### config.mk
export PLATFORM = sky130hd
export DESIGN_NAME = sccb_cfg_sequencer
export DESIGN_NICKNAME = d
export VERILOG_FILES = /design/src/rtl/sccb_cfg_sequencer.sv
export SDC_FILE = /design/constraint.sdc
export NUM_CORES = 1
export LEC_CHECK = 0
export ABC_AREA = 1
export BUFFER_PORTS_ARGS = -buffer_cell sky130_fd_sc_hd__buf_2
export CAP_MARGIN = 20
export CORE_ASPECT_RATIO = 0.9
export CORE_MARGIN = 1.5
export CORE_UTILIZATION = 35
export DETAILED_ROUTE_END_ITERATION = 6
export GPL_TIMING_DRIVEN = 0
export PLACE_DENSITY = 0.62
export SLEW_MARGIN = 25
export SYNTH_ARGS = -nofsm -noshare
export SYNTH_HDL_FRONTEND = slang
export SYNTH_SLANG_ARGS = --single-unit
### constraint.sdc
create_clock -name clk -period 4.5 [get_ports clk]
set_input_delay 0.45 -clock clk [delete_from_list [all_inputs] [get_ports clk]]
set_output_delay 0.45 -clock clk [all_outputs]
set_load 0.02 [all_outputs]
### src/rtl/sccb_cfg_sequencer.sv
// Table-driven SCCB register configuration sequencer: walks a command ROM and issues writes and delays.
// Optional readback verification with retries is enabled by defining SCCB_CFG_VERIFY_EN.
module sccb_cfg_sequencer #(
  parameter logic [7:0] CHIP_ADDR  = 8'h42,
  parameter int         NUM_CMDS   = 64,
  parameter int         IDX_W      = 6,
  parameter int         DELAY_UNIT = 1000,
  parameter int         MAX_RETRY  = 3
) (
  input  logic             clk,
  input  logic             reset,
  input  logic             start,
  output logic             busy,
  output logic             done,
  output logic             error,
  output logic [IDX_W-1:0] err_idx,
  output logic [IDX_W-1:0] rom_addr,
  input  logic [15:0]      rom_data,
  output logic             tr_start,
  output logic             tr_rw,
  output logic [7:0]       tr_addr,
  output logic [7:0]       tr_subaddr,
  output logic [7:0]       tr_wdata,
  input  logic [7:0]       tr_rdata,
  input  logic             tr_end
);

  typedef enum logic [3:0] {
    IDLE, FETCH, DECODE, ISSUE, WAIT_TR, DELAY, RD_ISSUE, RD_WAIT, DONE, ERROR
  } state_t;

  state_t           state_q, state_d;
  logic             busy_q, busy_d;
  logic             done_q, done_d;
  logic [IDX_W-1:0] rom_addr_q, rom_addr_d;
  logic             tr_rw_q, tr_rw_d;
  logic [7:0]       tr_addr_q, tr_addr_d;
  logic [7:0]       tr_subaddr_q, tr_subaddr_d;
  logic [7:0]       tr_wdata_q, tr_wdata_d;
  logic [31:0]      dly_q, dly_d;
  logic [31:0]      dly_prod;
  logic             last_entry;
  logic             advance;

  assign dly_prod   = 32'(rom_data[7:0]) * 32'(DELAY_UNIT);
  assign last_entry = (rom_addr_q == IDX_W'(NUM_CMDS - 1));

`ifdef SCCB_CFG_VERIFY_EN
  localparam int RETRY_W = (MAX_RETRY < 1) ? 1 : $clog2(MAX_RETRY + 1);
  logic [RETRY_W-1:0] retry_q, retry_d;
  logic               error_q, error_d;
  logic [IDX_W-1:0]   err_idx_q, err_idx_d;
  logic               soft_rst;

  // A soft-reset write cannot be read back meaningfully.
  assign soft_rst = (tr_subaddr_q == 8'h12) && tr_wdata_q[7];
`endif

  always_comb begin
    state_d      = state_q;
    busy_d       = busy_q;
    done_d       = done_q;
    rom_addr_d   = rom_addr_q;
    tr_rw_d      = tr_rw_q;
    tr_addr_d    = tr_addr_q;
    tr_subaddr_d = tr_subaddr_q;
    tr_wdata_d   = tr_wdata_q;
    dly_d        = dly_q;
    advance      = 1'b0;
`ifdef SCCB_CFG_VERIFY_EN
    retry_d      = retry_q;
    error_d      = error_q;
    err_idx_d    = err_idx_q;
`endif

    case (state_q)
      IDLE, DONE, ERROR: begin
        if (start) begin
          rom_addr_d = '0;
          busy_d     = 1'b1;
          done_d     = 1'b0;
`ifdef SCCB_CFG_VERIFY_EN
          error_d    = 1'b0;
`endif
          state_d    = FETCH;
        end
      end
      FETCH: state_d = DECODE;
      DECODE: begin
        if (rom_data == 16'hFFFF) begin
          busy_d  = 1'b0;
          done_d  = 1'b1;
          state_d = DONE;
        end else if (rom_data[15:8] == 8'hF0) begin
          // Counter loaded with N-1 so DELAY occupies exactly N cycles.
          if (dly_prod == 32'd0) begin
            advance = 1'b1;
          end else begin
            dly_d   = dly_prod - 32'd1;
            state_d = DELAY;
          end
        end else begin
          tr_subaddr_d = rom_data[15:8];
          tr_wdata_d   = rom_data[7:0];
          tr_rw_d      = 1'b0;
          tr_addr_d    = CHIP_ADDR;
`ifdef SCCB_CFG_VERIFY_EN
          retry_d      = '0;
`endif
          state_d      = ISSUE;
        end
      end
      ISSUE: state_d = WAIT_TR;
      WAIT_TR: begin
        if (tr_end) begin
`ifdef SCCB_CFG_VERIFY_EN
          if (soft_rst) begin
            advance = 1'b1;
          end else begin
            tr_rw_d   = 1'b1;
            tr_addr_d = CHIP_ADDR | 8'h01;
            state_d   = RD_ISSUE;
          end
`else
          advance = 1'b1;
`endif
        end
      end
      DELAY: begin
        if (dly_q == 32'd0) advance = 1'b1;
        else                dly_d   = dly_q - 32'd1;
      end
`ifdef SCCB_CFG_VERIFY_EN
      RD_ISSUE: state_d = RD_WAIT;
      RD_WAIT: begin
        if (tr_end) begin
          if (tr_rdata == tr_wdata_q) begin
            advance = 1'b1;
          end else if (retry_q < RETRY_W'(MAX_RETRY)) begin
            retry_d   = retry_q + 1'b1;
            tr_rw_d   = 1'b0;
            tr_addr_d = CHIP_ADDR;
            state_d   = ISSUE;
          end else begin
            err_idx_d = rom_addr_q;
            error_d   = 1'b1;
            busy_d    = 1'b0;
            state_d   = ERROR;
          end
        end
      end
`endif
      default: state_d = IDLE;
    endcase

    if (advance) begin
      if (last_entry) begin
        busy_d  = 1'b0;
        done_d  = 1'b1;
        state_d = DONE;
      end else begin
        rom_addr_d = rom_addr_q + 1'b1;
        state_d    = FETCH;
      end
    end
  end

  always_ff @(posedge clk) begin
    if (!reset) begin
      state_q      <= IDLE;
      busy_q       <= 1'b0;
      done_q       <= 1'b0;
      rom_addr_q   <= '0;
      tr_rw_q      <= 1'b0;
      tr_addr_q    <= CHIP_ADDR;
      tr_subaddr_q <= 8'h00;
      tr_wdata_q   <= 8'h00;
      dly_q        <= 32'd0;
`ifdef SCCB_CFG_VERIFY_EN
      retry_q      <= '0;
      error_q      <= 1'b0;
      err_idx_q    <= '0;
`endif
    end else begin
      state_q      <= state_d;
      busy_q       <= busy_d;
      done_q       <= done_d;
      rom_addr_q   <= rom_addr_d;
      tr_rw_q      <= tr_rw_d;
      tr_addr_q    <= tr_addr_d;
      tr_subaddr_q <= tr_subaddr_d;
      tr_wdata_q   <= tr_wdata_d;
      dly_q        <= dly_d;
`ifdef SCCB_CFG_VERIFY_EN
      retry_q      <= retry_d;
      error_q      <= error_d;
      err_idx_q    <= err_idx_d;
`endif
    end
  end

  assign busy       = busy_q;
  assign done       = done_q;
  assign rom_addr   = rom_addr_q;
  assign tr_start   = (state_q == ISSUE) || (state_q == RD_ISSUE);
  assign tr_rw      = tr_rw_q;
  assign tr_addr    = tr_addr_q;
  assign tr_subaddr = tr_subaddr_q;
  assign tr_wdata   = tr_wdata_q;

`ifdef SCCB_CFG_VERIFY_EN
  assign error   = error_q;
  assign err_idx = err_idx_q;
`else
  // Readback data and retry limit only matter when verification is built in.
  logic unused_ok;
  assign unused_ok = ^{tr_rdata, MAX_RETRY[0]};
  assign error     = 1'b0;
  assign err_idx   = '0;
`endif

endmodule

* After elaboration in Yosys (flattened, before gate mapping)
Index checks and enable logic that the tools add are counted.
Storage, ports and cells: word-level logic and storage cells 73, flip-flop bits (word level) 60, input bits 28
Cells by class: add/sub/neg operators 3, multiplexer cells 32, bitwise logic cells 2, multiply operators 1, reduce and logical (&&, ||, !) cells 10, equality and inequality tests 18
Operators with widths (count):
- $mux W32 | 4
- $logic_not A32 Y1 | 2
- $pmux W32 S2 | 1
- $sub A32 B1 Y32 const B | 1
- $mux W4 | 6
- $mux W6 | 4
- $pmux W4 S5 | 1
- $sub A18 B1 Y19 const B | 1
- $eq A16 B16 Y1 const B | 1
- $mul A8 B7 Y15 const B | 1
- $mux W1 | 13
- $eq A4 B3 Y1 const B | 3
- $eq A4 B2 Y1 const B | 2
- $eq A4 B4 Y1 const B | 2
- $eq A8 B8 Y1 const B | 1
- $ne A2 B2 Y1 const B | 4
- $add A6 B1 Y6 const B | 1
- $eq A6 B6 Y1 const B | 1
- $reduce_and A3 Y1 | 2
- $ne A5 B5 Y1 const B | 1
- $reduce_and A5 Y1 | 1
- $eq A4 B1 Y1 const B | 1
- $logic_not A4 Y1 | 1
- $pmux W1 S2 | 2
- 8 further kinds | 9

* Logic depth before layout (Yosys ltp)
Gate-level depths: netlist of run 1.
depth in word-level cells 8, mapped depth 25, mapped depth without buffers 25

* Worst setup path before layout of run 1
OpenSTA, ideal clock, no wires.
kind input -> register, start input rom_data[1], end register dly_q[8], arrival 4.244 ns, path buffers 1, stages 22, path slack 0.140 ns, setup time 0.116 ns, cell sequence fa_1 > inv_1 > fa_1 > fa_1 > fa_1 > inv_1 > ha_1 > nand2_1 > nand2_1 > a21oi_1 > nand2_1 > nand2_1 > nand2_1 > nand2_1 > nand2_1 > nor2_2 > nand2_1 > nand2_1 > nand2_1 > buf_2 > o21ai_0 > nor2_1
On the way: word-level cells in the longest chain between the ends 6, elaborated cells on any way between the ends 11, classes of those cells 1 x add/sub; 1 x mul; 3 x eq/ne; 4 x mux; 2 x reduce/logical
Ends and longest elaborated chain:
- start: declaration | line 18 | input logic [15:0] rom_data,
- $mul A8 B7 Y15 | line 45 | assign dly_prod = 32'(rom_data[7:0]) * 32'(DELAY_UNIT);
- $sub A18 B1 Y19 | line 99 | dly_d = dly_prod - 32'd1;
- $mux W32 | line 96 | if (dly_prod == 32'd0) begin
- $mux W32 | line 94 | end else if (rom_data[15:8] == 8'hF0) begin
- $mux W32 | line 90 | if (rom_data == 16'hFFFF) begin
- $pmux W32 S2 | line 76 | case (state_q)
- end signal: assignment | line 193 | dly_q <= dly_d;
- end: declaration | line 40 | logic [31:0] dly_q, dly_d;
Several ways; a longest one is shown, not always the timed one. The select of a mux whose other input is x is not followed. A chain may end at the register's enable or synchronous reset.

* Worst setup path in the final report of run 1
start input rom_data[3], end register dly_q[25]
The elaborated chain is that of the path after synthesis.

==> impl_metrics.env, run 1 <==
export IMPL_status="complete, no violations"
export IMPL_cts_htree_levels=3
export IMPL_end_kind="flop"
export IMPL_yosysWarnings=0
export IMPL_vias=5538
export IMPL_ff2ff_path_depth=10
export IMPL_wire_per_inst_um=12.9
export IMPL_max_freq_mhz=228
export IMPL_floorplan_die_area_mm2=0.0165
export IMPL_cts_buffers=9
export IMPL_most_common_layout_cells="nor2_1, nand2_1, inv_1"
export IMPL_synth_edf_count=0
export IMPL_timing_final_ws_setup_ps=109
export IMPL_drv_cap=0
export IMPL_first_iter_violations=315
export IMPL_hp_class="primary input to flop"
export IMPL_drt_first_pass_iters=4
export IMPL_area_delta_synth_final_pct=23.0
export IMPL_synth_seq_cells=60
export IMPL_crit_required_ps=4770
export IMPL_start_util_pct=35.7
export IMPL_cts_tree="yes"
export IMPL_insertion_delay_ps=340
export IMPL_place_congestion=0.832
export IMPL_finalWirelength_um=14900
export IMPL_port_buffers=44
export IMPL_drcViolationCount=0
export IMPL_diodes=0
export IMPL_dp_final_hpwl_um=11200
export IMPL_path_clk_slew_ps=50
export IMPL_critPathKind="primary input to flop"
export IMPL_die_h_um=122
export IMPL_row_count=43
export IMPL_slew_headroom_pct=56.0
export IMPL_syn_area_per_cell_um2=6.36
export IMPL_setup_tns_final_ps=0
export IMPL_p_per_area_mw_per_mm2=508
export IMPL_grt_overflow=0
export IMPL_grt_use_total_pct=18.3
export IMPL_crit_fanout=6
export IMPL_worst_slew_pin_slew_ps=654
export IMPL_fin_nets=1040
export IMPL_synth_cell_types=44
export IMPL_layout_commonest_cell="nor2_1"
export IMPL_skew_ps=3.88
export IMPL_ys_flop_type="dfxtp_1"
export IMPL_top_level_ports=69
export IMPL_antenna_found_initial=0
export IMPL_pre_cts_ws_ps=-703
export IMPL_whs_path_depth=3
export IMPL_maxSlewViolCount=0
export IMPL_synthCells=864
export IMPL_setup_violations=0
export IMPL_grt_max_degree=11
export IMPL_ant_nets=0
export IMPL_die_w_um=135
export IMPL_core_mm2=0.0154
export IMPL_root_buffer="clkbuf_16"
export IMPL_hold_viol_final=0
export IMPL_drive_gt1_share_pct=17.8
export IMPL_fin_crit_sh_pct=97.6
export IMPL_period_minus_slack_ps=4390
export IMPL_grt_pass1_vias=4852
export IMPL_clock_sinks=60
export IMPL_cellLeakagePower_nw=3.57
export IMPL_fin_util_pct=43.9
export IMPL_syn_cell_area_mm2=0.00550
export IMPL_seq_area_frac_synth_pct=21.8
export IMPL_async_flop_share_pct=0
export IMPL_cp_arrival_ps=4660
export IMPL_ir_drop_mv=0.244
export IMPL_cts_max_path_buffers=2
export IMPL_fillers=1641
export IMPL_via_per_inst=4.80
export IMPL_grt_pass1_wl_um=23900
export IMPL_critPathLaunchType="primary input"
==> cells in the mapped netlist, types with 2 or more instances <==
master / number / area, um^2
conb_1: 2 / 7.51
dfxtp_1: 60 / 1200
buf_2: 4 / 20.0
nand3b_1: 3 / 22.5
nor2_2: 3 / 18.8
nand2_2: 7 / 43.8
nor4_1: 4 / 25.0
inv_2: 4 / 15.0
nand4_1: 17 / 106
and3_1: 2 / 12.5
o21bai_1: 2 / 15.0
xnor2_1: 3 / 26.3
nor2_1: 162 / 608
clkbuf_1: 10 / 37.5
ha_1: 42 / 526
o21ai_1: 10 / 50.1
nand2_1: 168 / 631
buf_4: 18 / 135
fa_1: 21 / 420
buf_1: 3 / 11.3
a21oi_1: 38 / 190
nor3_1: 17 / 85.1
o21ai_0: 65 / 325
xor2_1: 15 / 131
inv_1: 121 / 454
nand3_1: 42 / 210
or2_2: 3 / 18.8
a31o_2: 2 / 17.5
==> path summary, 6_finish.rpt <==
| path | from | slack [ps] | to |
|---|---|---|---|
| min reg2reg | dly_q[0] | 470 | dly_q[0] |
| max | rom_data[3] | 110 | dly_q[25] |
| max reg2reg | state_q[0] | 2100 | dly_q[12] |
| min | rom_data[13] | 360 | tr_subaddr[5] |
==> kinds of logic after synthesis <==
group	synth area share, %
compound gates	12.3
xor+xnor	2.87
fa+ha+maj	17.2
buf+inv	12.6
flops	21.8
other cells	0.137
simple gates	33.0
==> state kept, by name, indices dropped and copies added, names as in the netlist <==
| signal | flops |
|---|---|
| busy | 1 |
| dly_q | 32 |
| done | 1 |
| rom_addr | 6 |
| state_q | 4 |
| tr_subaddr | 8 |
| tr_wdata | 8 |
==> metal layers <==
metal,vias to the layer above,part of all wire [%],track usage [%]
li1,2898,-,-
met5,-,0,0
met3,11,4.4,2.62
met1,2513,51,26.2
met4,0,1.0,4.97
met2,116,44,28.5
==> layout make-up <==
type,count,area (um^2),share of cell area (%)
Clock inverter,3,15.0,0.222
Tap cell,202,253,3.74
Clock buffer,11,243,3.59
Inverter,126,477,7.05
Timing Repair Buffer,60,370,5.48
Buffer,37,248,3.66
Multi-Input combinational cell,655,3960,58.5
Sequential cell,60,1200,17.8
==> where the power goes <==
part / leakage [nW] / total (mW) / switching [mW] / internal (mW)
registers: 0.486 / 0.624 / 0.0332 / 0.591
logic: 2.95 / 2.18 / 1.34 / 0.839
clock network: 0.131 / 0.632 / 0.253 / 0.378
total: 3.57 / 3.44 / 1.63 / 1.81
==> metrics by stage <==
| stage | area [um^2] | std cells | hold WS, ps | power, mW |
|---|---|---|---|---|
| 6_report | 6760 | 1154 | 359 | 3.44 |
| 5_1_grt | 6760 | 1154 | 366 | 3.70 |
| 3_3_place_gp | 6020 | 1124 | 449 | 2.26 |
| 2_1_floorplan | 5550 | 878 | 444 | 1.92 |
| 4_1_cts | 6340 | 1140 | 358 | 2.96 |
| 3_5_place_dp | 6020 | 1124 | 458 | 2.27 |
==> critical path, stage by stage <==
cell and delay, ps:
buf_4 140, fa_1 530, inv_1 50, fa_1 460
fa_1 510, fa_1 510, inv_2 50, ha_4 310
nand2_2 70, nand2_2 90, inv_2 60, nand2_2 80
nand2_2 60, nand3_1 70, nand2_1 60, nand2_2 120
nand2_4 70, nor2_4 190, nand2_4 100, a21boi_4 220
buf_6 180, clkbuf_16 150, nor2_1 40, nor2_1 90
==> repair_timing <==
action | CTS | global route
pin swaps | 2 | 41
cloned | 0 | 2
setup endpoints to repair | 41 | 43
gates resized for setup | 9 | 88
endpoints found under the hold margin | 0 | 0
hold buffers | 0 | 0
buffers inserted | 2 | 12
(Power assumes the default switching activity.)
==> run 2, diff against run 1 <==
--- a/config.mk
+++ b/config.mk
@@ -5,12 +5,13 @@
 export SDC_FILE = /design/constraint.sdc
 export NUM_CORES = 1
 export LEC_CHECK = 0
-export ABC_AREA = 1
+export ABC_AREA = 0
 export BUFFER_PORTS_ARGS = -buffer_cell sky130_fd_sc_hd__buf_2
 export CAP_MARGIN = 20
 export CORE_ASPECT_RATIO = 0.9
 export CORE_MARGIN = 1.5
 export CORE_UTILIZATION = 35
+export CTS_CLUSTER_SIZE = 16
 export DETAILED_ROUTE_END_ITERATION = 6
 export GPL_TIMING_DRIVEN = 0
 export PLACE_DENSITY = 0.62
==> run 2 against run 1 <==
  * Clock-buffer cell count shrank 1
  * The flow now finishes with violations (setup timing)
  * Via count shrank 6.4%
  * Area after synthesis shrank 2.8%
  * Sequential share of layout area shrank 0.61 points
  * Critical path type unchanged
  * Non-clock buffer count grew 32
  * Fmax shrank 14%
  * Sequential power shrank 2%
  * Cell area grew 3.5%
  * Clock skew grew 7.0 ps
==> impl_metrics.env, run 2 <==
export IMPL_antenna_found_initial=0
export IMPL_slowest_stage="fa_1"
export IMPL_pre_cts_ws_ps=-1400
export IMPL_die_h_um=120
export IMPL_root_buffer="clkbuf_16"
export IMPL_async_flop_share_pct=0
export IMPL_via_per_inst=5.29
export IMPL_cts_tree="yes"
export IMPL_first_iter_violations=354
export IMPL_regMostFlops="dly_q"
export IMPL_whs_path_depth=3
export IMPL_drt_first_pass_iters=5
export IMPL_end_kind="flop"
export IMPL_p_per_area_mw_per_mm2=514
export IMPL_multiInputGateArea_mm2=0.00412
export IMPL_syn_cell_area_mm2=0.00534
export IMPL_crit_chain="buf_6 > fa_1 > xor2_1 > ha_1 > fa_1 > inv_2 > fa_1 > inv_2 > ha_4 > buf_6 > buf_4 > o211a_1 > o31ai_4 > o2111ai_2 > a211o_4 > buf_6 > a2111oi_4 > nor2_2 > buf_6 > o211ai_1 > a21oi_1"
export IMPL_layout_commonest_cell="nor2_1"
export IMPL_synth_common_cells="nor2_1, dfxtp_1, a21oi_1"
export IMPL_max_freq_mhz=197
export IMPL_crit_top_cell="buf_6"
export IMPL_port_buffers=44
export IMPL_synth_compound_area_share_pct=23.3
export IMPL_worst_r2r_setup_slack_ps=1230
export IMPL_yosys_area_top_type_share_pct=22.5
export IMPL_setup_violations=44
export IMPL_synth_top_family_by_area="compound AO/OA/AOI/OAI gates"
export IMPL_core_mm2=0.0148
export IMPL_slowest_delay_ps=580
export IMPL_grt_pass1_wl_um=24200
export IMPL_drcViolationCount=0
export IMPL_ir_drop_mv=0.269
export IMPL_synth_simple_area_share_pct=20.0
export IMPL_grt_use_total_pct=18.8
export IMPL_ys_top_cells_by_area="dfxtp_1, ha_1, fa_1, nor2_1, a21oi_1"
export IMPL_cts_max_path_buffers=2
export IMPL_row_count=42
export IMPL_ys_flop_type="dfxtp_1"
export IMPL_period_minus_slack_ps=5080
export IMPL_vias=5185
export IMPL_crit_fanout=10
export IMPL_ff2ff_path_depth=13
export IMPL_largest_register_ffs=32
export IMPL_synth_edf_count=0
export IMPL_cellLeakagePower_nw=2.94
export IMPL_min_to="tr_subaddr[5]"
export IMPL_drv_cap=0
export IMPL_critPathKind="primary input to flop"
export IMPL_synth_top_cell_by_area="dfxtp_1"
export IMPL_synth_mux_area_share_pct=3.56
export IMPL_diodes=0
export IMPL_most_common_layout_cells="nor2_1, dfxtp_1, a21oi_1"
export IMPL_hold_viol_final=0
export IMPL_hp_start="rom_data[13]"
export IMPL_crit_required_ps=4690
export IMPL_place_congestion=0.866
export IMPL_path_clk_slew_ps=50
export IMPL_drive_gt1_share_pct=28.4
export IMPL_critPathTopFamily="adder cells"
export IMPL_cts_htree_levels=3
export IMPL_yosysWarnings=0
export IMPL_critPathLaunchType="primary input"
export IMPL_clock_sinks=60
export IMPL_cp_buffers_inverters=7
export IMPL_r2r_start="dly_q[0]"
export IMPL_total_power_mw=3.60
export IMPL_grt_pass1_vias=4772
export IMPL_worst_slew_pin_slew_ps=860
export IMPL_violations="setup timing"
export IMPL_grt_max_degree=11
export IMPL_fillers=1447
export IMPL_synth_xor_xnor_area_share_pct=3.61
export IMPL_fin_util_pct=47.2
export IMPL_timing_final_ws_setup_ps=-576
export IMPL_fin_nets=869
export IMPL_yosys_cell_count_top_type="nor2_1"
export IMPL_finalWirelength_um=14700
export IMPL_seqCellArea_mm2=0.00120
export IMPL_insertion_delay_ps=340
export IMPL_floorplan_die_area_mm2=0.0160
export IMPL_syn_area_per_cell_um2=7.90
export IMPL_timing_rr_end="dly_q[15]"
export IMPL_whs_ps=373
export IMPL_area_delta_synth_final_pct=31.1
export IMPL_wire_per_inst_um=15.0
export IMPL_rsz0062_at_grt="yes"
export IMPL_ant_nets=0
export IMPL_skew_ps=10.9
export IMPL_slew_headroom_pct=41.8
export IMPL_maxSlewViolCount=0
export IMPL_fin_crit_sh_pct=113
export IMPL_synth_seq_cells=60
export IMPL_seq_area_frac_synth_pct=22.5
export IMPL_die_w_um=133
export IMPL_yosys_area_share_adder_pct=17.7
export IMPL_grt_overflow=0
export IMPL_dp_final_hpwl_um=10500
export IMPL_start_util_pct=36.0
export IMPL_cts_hold_fix_buffers=0
export IMPL_cp_arrival_ps=5270
export IMPL_top_level_ports=69
export IMPL_synth_cell_types=67
export IMPL_cts_buffers=9
export IMPL_hp_class="primary input to flop"
export IMPL_setup_tns_final_ps=-22000
export IMPL_synthCells=676
export IMPL_status="complete, but fails checks"
run 2: changes by cell type in the layout (fill, tap and decap cells not counted), moves of 9 or more:
cell / before / now
nand2_1: 145 / 36
nor2_1: 157 / 76
inv_1: 118 / 42
o21ai_0: 57 / 23
nand3_1: 35 / 13
nand2_2: 21 / 1
mux2i_1: 0 / 19
o21ai_2: 0 / 19
o211ai_1: 1 / 17
buf_6: 5 / 20
nand4_1: 17 / 4
a21oi_1: 35 / 45
a21oi_2: 3 / 12
run 2: logic make-up after synthesis:
family | after synthesis
AOI/OAI and AO/OA | 188
xor gates and xnor gates | 22
adders and majority gates | 63
buffers and inverters | 100
DFF | 60
muxes | 19
other | 2
and+or+nand+nor | 222
run 2: worst max-delay path by stage:
stage | from | to | slack (ps) | cells past startpoint
floorplan | rom_data[1] | dly_q[2] | -570 | 20
global placement | rom_data[1] | dly_q[25] | -1370 | 19
detailed placement | rom_data[1] | dly_q[3] | -1400 | 19
CTS | rom_data[1] | dly_q[13] | -540 | 21
global route | rom_data[3] | rom_addr[1] | -730 | 20
finish | rom_data[0] | rom_addr[1] | -580 | 21
run 2: worst reg2reg max path: stages (launching register included):
cell	delay [ps]
dfxtp_1	370
inv_1	80
ha_1	210
nor4b_1	720
and2_1	270
nand3_1	180
or2_2	360
nor2_1	100
nor2_1	90
o21ba_4	290
buf_12	150
buf_8	130
o211ai_1	100
o31ai_2	120
run 2: what timing repair did:
item                                    in CTS  in global routing
buffers inserted                            24                  6
endpoints found under the setup margin      44                 44
gates resized for setup                     93                 49
pin swaps                                   48                 43
cloned                                       4                  1
run 2: area by class of cell:
type / count / share of cell area [%]
sequential: 60 / 17.2
clock buffer: 10 / 3.41
inverter: 48 / 2.61
buffer: 50 / 5.02
tap: 198 / 3.54
timing repair buffer: 79 / 8.65
multi-input combinational: 530 / 58.9
clock inverter: 5 / 0.751
run 2: power by group:
| group | internal, mW | total, mW | switching, mW |
|---|---|---|---|
| clock | 0.437 | 0.695 | 0.258 |
| sequential | 0.577 | 0.611 | 0.0340 |
| combinational | 1.04 | 2.29 | 1.25 |
| total | 2.05 | 3.60 | 1.54 |
run 2: metal layers:
metal / vias up / part of all wire (%) / GRT usage (%)
met1: 2456 / 49 / 27.7
met5: - / 0 / 0
li1: 2559 / - / -
met3: 15 / 6.4 / 3.14
met2: 155 / 44 / 28.3
met4: 0 / 1.3 / 5.16
run 2: through the flow:
step | instance area [um^2] | std cells
finish | 7000 | 980
global route | 7000 | 980
CTS | 6750 | 975
detailed placement | 5940 | 932
global placement | 5940 | 932
floorplan | 5470 | 690
==> run 3, diff against run 2 <==
--- a/config.mk
+++ b/config.mk
@@ -6,15 +6,16 @@
 export NUM_CORES = 1
 export LEC_CHECK = 0
 export ABC_AREA = 0
-export BUFFER_PORTS_ARGS = -buffer_cell sky130_fd_sc_hd__buf_2
 export CAP_MARGIN = 20
 export CORE_ASPECT_RATIO = 0.9
 export CORE_MARGIN = 1.5
 export CORE_UTILIZATION = 35
 export CTS_CLUSTER_SIZE = 16
 export DETAILED_ROUTE_END_ITERATION = 6
+export DONT_BUFFER_PORTS = 1
 export GPL_TIMING_DRIVEN = 0
-export PLACE_DENSITY = 0.62
+export PLACE_DENSITY = 0.58
+export RECOVER_POWER = 25
 export SLEW_MARGIN = 25
 export SYNTH_ARGS = -nofsm -noshare
 export SYNTH_HDL_FRONTEND = slang
==> run 3 against run 2 <==
  * Sequential cell count did not move
  * Worst hold slack got worse by 110 ps
  * Largest power group unchanged
  * Combinational power barely moved
  * Die area did not move
  * Clock skew fell by 5.5 ps
  * Critical path type unchanged
  * The run still ends with setup timing left
  * Clock-buffer cell count rose by 2
  * Critical path depth rose by 1
  * Sequential share of layout area rose by 0.47 points
  * Wire length rose by 6.4%
  * Via count fell by 0.60%
  * First-iteration DRC count fell by 9.9%
  * Utilization fell by 1.3 points
==> impl_metrics.env, run 3 (synthesis gave the netlist of run 2 again) <==
export IMPL_status="complete, but fails checks"
export IMPL_violations="setup timing"
export IMPL_ir_drop_mv=0.325
export IMPL_end_kind="flop"
export IMPL_vias=5154
export IMPL_insertion_delay_ps=340
export IMPL_hold_viol_final=0
export IMPL_dp_cells=888
export IMPL_critPathLaunchType="primary input"
export IMPL_root_buffer="clkbuf_16"
export IMPL_largest_register_ffs=32
export IMPL_rsz0062_at_grt="yes"
export IMPL_drv_cap=0
export IMPL_finalWirelength_um=15700
export IMPL_drcViolationCount=0
export IMPL_layout_commonest_cell="nor2_1"
export IMPL_start_util_pct=36.0
export IMPL_cts_htree_levels=3
export IMPL_core_mm2=0.0148
export IMPL_setup_tns_final_ps=-17900
export IMPL_dp_final_hpwl_um=11000
export IMPL_fin_nets=826
export IMPL_area_delta_synth_final_pct=27.5
export IMPL_hp_class="primary input to flop"
export IMPL_crit_fanout=7
export IMPL_skew_ps=5.38
export IMPL_fin_crit_sh_pct=111
export IMPL_path_clk_slew_ps=50
export IMPL_drive_gt1_share_pct=21.8
export IMPL_seqCellArea_mm2=0.00120
export IMPL_cts_hold_fix_buffers=0
export IMPL_slew_headroom_pct=32.4
export IMPL_crit_chain="fa_2 > xor2_1 > ha_1 > fa_1 > inv_1 > fa_1 > inv_2 > ha_4 > buf_6 > buf_4 > nor2_2 > mux2i_2 > o32a_4 > or3_1 > buf_6 > a2111oi_4 > o21ba_4 > buf_8 > buf_12 > buf_8 > a21oi_1 > o22ai_1"
export IMPL_timing_final_ws_setup_ps=-504
export IMPL_critPathKind="primary input to flop"
export IMPL_p_per_area_mw_per_mm2=547
export IMPL_crit_required_ps=4760
export IMPL_port_buffers=0
export IMPL_antenna_found_initial=0
export IMPL_cp_buffers_inverters=8
export IMPL_ant_nets=0
export IMPL_maxSlewViolCount=0
export IMPL_clock_sinks=60
export IMPL_top_level_ports=69
export IMPL_floorplan_die_area_mm2=0.0160
export IMPL_drt_first_pass_iters=5
export IMPL_final_cells=938
export IMPL_cp_arrival_ps=5260
export IMPL_total_power_mw=3.72
export IMPL_via_per_inst=5.49
export IMPL_grt_use_total_pct=19.5
export IMPL_cellLeakagePower_nw=2.74
export IMPL_fin_util_pct=46.0
export IMPL_grt_max_degree=11
export IMPL_period_minus_slack_ps=5000
export IMPL_regMostFlops="dly_q"
export IMPL_whs_ps=265
export IMPL_slowest_stage="fa_2"
export IMPL_row_count=42
export IMPL_placed_cell_area_mm2=0.00572
export IMPL_fillers=1472
export IMPL_setup_violations=44
export IMPL_most_common_layout_cells="nor2_1, dfxtp_1, a21oi_1"
export IMPL_cts_max_path_buffers=2
export IMPL_slowest_delay_ps=570
export IMPL_pre_cts_ws_ps=-1240
export IMPL_max_freq_mhz=200
export IMPL_diodes=0
export IMPL_die_h_um=120
export IMPL_finalInstanceArea_mm2=0.00681
export IMPL_cts_tree="yes"
export IMPL_grt_pass1_vias=4920
export IMPL_wire_per_inst_um=16.7
export IMPL_place_congestion=0.866
export IMPL_grt_pass1_wl_um=24800
export IMPL_critPathTopFamily="adder cells"
export IMPL_grt_overflow=0
export IMPL_multiInputGateArea_mm2=0.00414
export IMPL_die_w_um=133
export IMPL_first_iter_violations=319
export IMPL_worst_slew_pin_slew_ps=1000
export IMPL_cts_buffers=9
## run 3: cell count changes in the layout (fill, tap and decap cells not counted), moves of 4 or more
| cell | change |
|---|---|
| buf_2 | -38 |
| o21ai_0 | +12 |
| o21ai_2 | -11 |
| a21oi_1 | +4 |
## run 3: what timing repair did
item | in CTS | in global routing
setup buffers | 18 | 14
cloned | 4 | 1
endpoints found under the hold margin | 0 | 0
pin swaps | 29 | 37
setup endpoints to repair | 44 | 44
resized for setup | 59 | 46
## run 3: final cells by class
class,count,share of cell area [%]
clock inverter,4,1.07
sequential,60,17.6
buffer,49,4.87
tap,198,3.64
inverter,48,2.70
multi-input combinational,530,60.8
clock buffer,12,3.62
timing repair buffer,37,5.71
## run 3: report_power, final
group,internal (mW),switching [mW]
clock,0.499,0.258
combinational,1.08,1.23
sequential,0.577,0.0811
total,2.16,1.57
## run 3: routing by layer
layer	vias to the layer above	GRT usage [%]	share of wire, %	wire (um)
li1	2482	-	-	-
met1	2486	26.4	46	7150
met2	168	31.7	47	7420
met3	18	3.40	5.8	912
met4	0	5.77	1.3	199
met5	-	0	0	0
## run 3: worst paths after layout
kind	cells after the start	slack [ps]	endpoint	start
setup reg to reg	14	1020	dly_q[23]	dly_q[0]
setup / recovery	22	-500	dly_q[23]	rom_data[2]
hold reg to reg	2	470	dly_q[30]	dly_q[30]
hold / removal	2	270	tr_subaddr[1]	rom_data[9]
